$ cat src/rtl/chirp_pkg.sv
// Shared definitions for the chirp responder: default widths, holdoff length and FSM state encoding.
package chirp_pkg;

  localparam int unsigned CHIRP_W       = 32;
  localparam int unsigned CHIRP_HOLDOFF = 16;

  typedef enum logic [2:0] {
    StIdle    = 3'd0,
    StSetup   = 3'd1,
    StRun     = 3'd2,
    StDone    = 3'd3,
    StHoldoff = 3'd4
  } chirp_state_e;

endpackage

$ cat src/rtl/chirp_phase_ramp.sv
// Linear-FM phase-increment ramp for the DDS plus the fractional chirp-length accumulator.
module chirp_phase_ramp
  import chirp_pkg::*;
#(
  parameter int unsigned W = CHIRP_W
) (
  input  logic         aclk,
  input  logic         aresetn,
  input  logic         load,
  input  logic         step,
  input  logic [W-1:0] freq_start,
  input  logic [W-1:0] tuning,
  input  logic [W-1:0] frac,
  output logic [W-1:0] phase_inc,
  output logic         frac_carry
);

  logic [W-1:0] phase_q;
  logic [W-1:0] tuning_q;
  logic [W-1:0] acc_q;
  logic [W:0]   acc_sum;

  assign acc_sum    = {1'b0, acc_q} + {1'b0, frac};
  assign frac_carry = acc_sum[W];
  assign phase_inc  = phase_q;

  // The accumulator is never cleared between chirps so lengths average to int + frac/2^W.
  always_ff @(posedge aclk) begin
    if (!aresetn) begin
      phase_q  <= '0;
      tuning_q <= '0;
      acc_q    <= '0;
    end else if (load) begin
      phase_q  <= freq_start;
      tuning_q <= tuning;
      acc_q    <= acc_sum[W-1:0];
    end else if (step) begin
      phase_q <= phase_q + tuning_q;
    end
  end

endmodule

$ cat src/rtl/chirp_pulse_responder.sv
// Responder side of the radar chirp handshake: times each chirp to int+frac cycles and drives
// the DDS frequency ramp while reporting ready/active/done/aborted status to the pulse controller.
module chirp_pulse_responder
  import chirp_pkg::*;
#(
  parameter int unsigned HOLDOFF_CYCLES = CHIRP_HOLDOFF,
  parameter int unsigned W              = CHIRP_W
) (
  input  logic         aclk,
  input  logic         aresetn,
  input  logic         dac_ready_in,
  input  logic [W-1:0] chirp_time_int,
  input  logic [W-1:0] chirp_time_frac,
  input  logic [W-1:0] chirp_freq_start,
  input  logic [W-1:0] chirp_tuning,
  input  logic         chirp_init,
  input  logic         chirp_enable,
  output logic         chirp_ready,
  output logic         chirp_active,
  output logic         chirp_done,
  output logic [W-1:0] dds_phase_inc,
  output logic         dds_valid,
  output logic         chirp_aborted,
  output logic [W-1:0] chirp_seq
);

  localparam int unsigned HoldW = (HOLDOFF_CYCLES > 1) ? $clog2(HOLDOFF_CYCLES) : 1;

  chirp_state_e   state_q;
  logic [W:0]     len_q;
  logic [HoldW-1:0] hold_q;
  logic           aborted_q;
  logic [W-1:0]   seq_q;

  logic           frac_carry;
  logic [W-1:0]   int_eff;
  logic [W:0]     len_base;
  logic           run_abort;
  logic           run_last;
  logic           ramp_load;
  logic           ramp_step;

  assign int_eff   = (chirp_time_int == '0) ? {{(W-1){1'b0}}, 1'b1} : chirp_time_int;
  // One extra bit so int = 2^W-1 plus a fractional carry cannot wrap.
  assign len_base  = {1'b0, int_eff} + {{W{1'b0}}, frac_carry};
  assign run_abort = (state_q == StRun) && (!chirp_enable || !dac_ready_in);
  assign run_last  = (len_q == {{W{1'b0}}, 1'b1});
  assign ramp_load = (state_q == StSetup);
  assign ramp_step = (state_q == StRun) && !run_abort && !run_last;

  assign chirp_ready   = (state_q == StIdle) && dac_ready_in;
  assign chirp_active  = (state_q == StRun);
  assign chirp_done    = (state_q == StDone);
  assign dds_valid     = chirp_active;
  assign chirp_aborted = aborted_q;
  assign chirp_seq     = seq_q;

  always_ff @(posedge aclk) begin
    if (!aresetn) begin
      state_q   <= StIdle;
      len_q     <= '0;
      hold_q    <= '0;
      aborted_q <= 1'b0;
      seq_q     <= '0;
    end else begin
      unique case (state_q)
        StIdle: begin
          if (chirp_init && chirp_ready) state_q <= StSetup;
        end
        StSetup: begin
          len_q     <= len_base;
          aborted_q <= 1'b0;
          state_q   <= StRun;
        end
        StRun: begin
          // Abort wins over normal completion so the sticky flag is still raised.
          if (run_abort) begin
            aborted_q <= 1'b1;
            state_q   <= StDone;
          end else if (run_last) begin
            state_q <= StDone;
          end else begin
            len_q <= len_q - {{W{1'b0}}, 1'b1};
          end
        end
        StDone: begin
          seq_q   <= seq_q + {{(W-1){1'b0}}, 1'b1};
          hold_q  <= HoldW'(HOLDOFF_CYCLES - 1);
          state_q <= StHoldoff;
        end
        StHoldoff: begin
          if (hold_q == '0) state_q <= StIdle;
          else              hold_q  <= hold_q - {{(HoldW-1){1'b0}}, 1'b1};
        end
        default: state_q <= StIdle;
      endcase
    end
  end

  chirp_phase_ramp #(
    .W (W)
  ) u_ramp (
    .aclk       (aclk),
    .aresetn    (aresetn),
    .load       (ramp_load),
    .step       (ramp_step),
    .freq_start (chirp_freq_start),
    .tuning     (chirp_tuning),
    .frac       (chirp_time_frac),
    .phase_inc  (dds_phase_inc),
    .frac_carry (frac_carry)
  );

endmodule

$ cat config.mk
export PLATFORM = sky130hd
export DESIGN_NAME = chirp_pulse_responder
export DESIGN_NICKNAME = d
export VERILOG_FILES = /design/src/rtl/chirp_pkg.sv /design/src/rtl/chirp_phase_ramp.sv /design/src/rtl/chirp_pulse_responder.sv
export SDC_FILE = /design/constraint.sdc
export NUM_CORES = 1
export LEC_CHECK = 0
export ABC_AREA = 1
export CAP_MARGIN = 20
export CORE_ASPECT_RATIO = 0.7
export CORE_MARGIN = 5
export CORE_UTILIZATION = 50
export CTS_BUF_LIST = sky130_fd_sc_hd__clkbuf_8
export CTS_CLUSTER_SIZE = 14
export DETAILED_ROUTE_END_ITERATION = 10
export PLACE_DENSITY = 0.76
export SYNTH_ARGS = -nofsm -noshare
export SYNTH_HDL_FRONTEND = slang
export SYNTH_SLANG_ARGS = --single-unit
$ cat constraint.sdc
create_clock -name aclk -period 6.9 [get_ports aclk]
set_clock_uncertainty 0.1 [all_clocks]
set_input_delay 1.38 -clock aclk [delete_from_list [all_inputs] [get_ports aclk]]
set_output_delay 1.38 -clock aclk [all_outputs]
set_load 0.05 [all_outputs]
==> results_dict.tcl <==
set metrics [dict create \
    syn-num-nets 2387 \
    vias_per_cell 5.36 \
    rsz0062_at_grt "false" \
    clk_path_buf_depth 2 \
    synth-main-ff-cell "dfxtp_1" \
    highest_layer "met5" \
    period_share_pct 69.6 \
    cp.arrival_ps 5130 \
    io_pins 202 \
    critical_path_class "in -> reg" \
    cp_max_fo 5 \
    r2r_slack_ps 3130 \
    place.gp.congestion 0.979 \
    met1Wirelength_um 20800 \
    status "completed" \
    synthArstFlopShare_pct 0 \
    grt_pass1_wl_um 69400 \
    synth_area_mm2 0.0132 \
    r2r-start "u_ramp.acc_q[0]" \
    syn2layout_area_growth_pct 19.4 \
    io_buffer_count 201 \
    setup_viol 0 \
    fin_area_mm2 0.0157 \
    initial_utilization_pct 51.1 \
    hpwl_um 33000 \
    wl_um 43000 \
    p_leak_nw 7.48 \
    postCtsHoldBufs 0 \
    whs_endpoint "chirp_aborted" \
    worst_slew_pin_slew_ps 1050 \
    dieWidth_um 204 \
    clk_pin_slew_worst_paths_ps 110 \
    vias 14600 \
    synth_edf_count 0 \
    hold_path_class "reg -> reg" \
    worst_setup_path_end_kind "flop" \
    finalCriticalPeriod_ps 4800 \
    crit_chain "clkdlybuf4s50_1 -> ha_1 -> fa_1 -> nand3_1 -> nand2_1 -> nand2_1 -> nand2_1 -> nand3_1 -> nand2_1 -> nand3b_1 -> nand2_1 -> nand3_1 -> nand2_1 -> ha_1 -> nand3_1 -> nor2_1 -> nand2_1 -> nor3_1 -> nand2_1 -> nand2_1 -> nand3_1 -> a31oi_1" \
    synth_area_leaders "dfxtp_1 26%, nand2_1 16%, nor2_1 10%" \
    firstDrtPassIters 6 \
    peakVddDrop_mv 0.142 \
    maxCapViolCount 0 \
    placed_area_mm2 0.0154 \
    drc 0 \
    ctsRootBufferMaster "clkbuf_8" \
    antenna_found_initial 3 \
    insertion_delay_ps 490 \
    netlist.area_leader.share_pct 25.7 \
    fmax_mhz 208 \
    yosysWarnings 0 \
    critPathMostFrequentCell "nand2_1" \
    netlist_instances 2183 \
    cts_resized 0 \
    h-tree-depth 4 \
    whs_ps 380 \
    powerDensity_mw_per_mm2 223 \
    yosys.area.top_type "dfxtp_1" \
    overflow 0 \
    die_y_um 146 \
    cts_tree "done" \
    dieArea_mm2 0.0298 \
    met3_length_um 3800 \
    wl_met2_um 17800 \
    synth_seq_cells 169 \
    drive_gt1_share_pct 4.02 \
    yosysSeqAreaShare_pct 25.7 \
    track_usage_pct 28.2 \
    cpMaxStageDelayCell "nor3_1" \
    drtIter0Drc 1206 \
    max_stage_delay_ps 550 \
    ant_nets 0 \
    cts_sinks 169 \
    cts_buffers 17 \
    num_rows 49 \
    hold_start "chirp_aborted" \
    final.setup.tns_ps 0 \
    fp.coreArea_mm2 0.0258 \
    cp-start-kind "primary input" \
    hold_violations 0 \
    synth.distinct_cells 52 \
    reg2reg_depth 21 \
    wl_per_cell_um 15.8 \
    antenna_cells 0 \
    grt_pass1_vias 13200 \
    maxSlewViolCount 0 \
    grt_max_degree 96 \
    r2r-end "len_q[27]" \
    final_nets 2552 \
    max_slew_margin_pct 29.8 \
    min_path_cells 2 \
    crit_required_ps 7220 \
    syn_area_per_cell_um2 6.04 \
    post-cts-setup-buffer-count 0 \
]
==> flip-flops by register name, indices dropped and copies added (netlist names) <==
name,cells
len_q,33
chirp_seq,32
u_ramp.acc_q,32
u_ramp.phase_inc,32
u_ramp.tuning_q,32
hold_q,4
state_q,3
chirp_aborted,1
==> metrics by stage <==
stage | utilization (%) | worst slack (ps) | std cells | total power [mW]
6_report | 61.0 | 2100 | 2718 | 3.51
5_1_grt | 61.0 | 1760 | 2718 | 3.75
4_1_cts | 61.0 | 2240 | 2718 | 3.49
3_5_place_dp | 59.5 | 1720 | 2686 | 2.78
3_3_place_gp | 59.5 | 1780 | 2686 | 2.75
2_1_floorplan | - | 2840 | 2183 | 2.34
==> area by class of cell <==
cell class	instances	area, um2
fillers	2543	10100
multi-input cells	1673	8440
flip-flops and latches	169	3380
repair buffers	205	2040
inverters	282	1060
well taps	357	447
clock buffers	19	262
clock inverters	13	113
==> cell usage in the layout (no fill, tap or decap), types with 8 or more instances in the layout <==
cell / instances
nand2_1: 566
nor2_1: 366
inv_1: 274
clkdlybuf4s50_1: 200
dfxtp_1: 169
nand3_1: 132
a21oi_1: 126
o21ai_0: 108
ha_1: 69
xor2_1: 45
nand4_1: 38
nor3_1: 34
a31oi_1: 29
o21ai_1: 27
xnor2_1: 22
clkbuf_8: 19
o21bai_1: 13
nor4_1: 11
or2_2: 11
nor2_2: 8
o21a_1: 8
==> worst max-delay path by stage <==
stage / slack (ps) / cells past startpoint / from / to
finish: 2100 / 22 / chirp_time_frac[0] / len_q[27]
global route: 1760 / 25 / chirp_time_frac[0] / len_q[28]
CTS: 2240 / 25 / chirp_time_frac[0] / len_q[28]
detailed placement: 1720 / 22 / chirp_time_frac[0] / len_q[27]
global placement: 1780 / 25 / chirp_time_frac[0] / len_q[28]
floorplan: 2840 / 21 / chirp_time_frac[0] / len_q[16]
==> critical path, delay by kind of cell <==
family                     cells  cell delay (ps)
adders and majority gates      3              650
AOI/OAI and AO/OA              1              180
and+or+nand+nor               17             2450
buffers and inverters          1              460
==> cells in the mapped netlist, types with 8 or more instances <==
| master | n |
|---|---|
| o21bai_1 | 13 |
| a21oi_1 | 126 |
| nand2_1 | 566 |
| nor3_1 | 34 |
| buf_2 | 10 |
| ha_1 | 69 |
| o21ai_1 | 27 |
| xnor2_1 | 22 |
| nand3_1 | 132 |
| or2_2 | 11 |
| inv_1 | 274 |
| nor4_1 | 11 |
| dfxtp_1 | 169 |
| nand4_1 | 38 |
| xor2_1 | 45 |
| o21ai_0 | 108 |
| a31oi_1 | 29 |
| nor2_1 | 366 |
| clkbuf_1 | 35 |
| o21a_1 | 8 |
| nor2_2 | 8 |
==> metal layers <==
| layer | vias to the layer above | track usage [%] |
|---|---|---|
| li1 | 7335 | - |
| met1 | 6604 | 42.7 |
| met2 | 571 | 41.4 |
| met3 | 46 | 6.17 |
| met4 | 6 | 5.16 |
| met5 | - | 0 |
==> report_power, final <==
| group | internal [mW] | switching (mW) | total, mW |
|---|---|---|---|
| combinational | 0.545 | 1.02 | 1.57 |
| clock | 0.278 | 0.437 | 0.715 |
| sequential | 1.11 | 0.119 | 1.23 |
| total | 1.93 | 1.58 | 3.51 |
==> cell families after synthesis <==
group | count (synthesis) | share of synthesized area [%]
XOR/XNOR | 67 | 4.45
adder cells (fa/ha/maj) | 71 | 6.86
AND/OR/NAND/NOR | 1203 | 38.8
buffers and inverters | 341 | 10.3
flip-flops | 169 | 25.7
AO/OA/AOI/OAI | 332 | 13.9
Note: power is estimated with default switching activity, not from simulation.
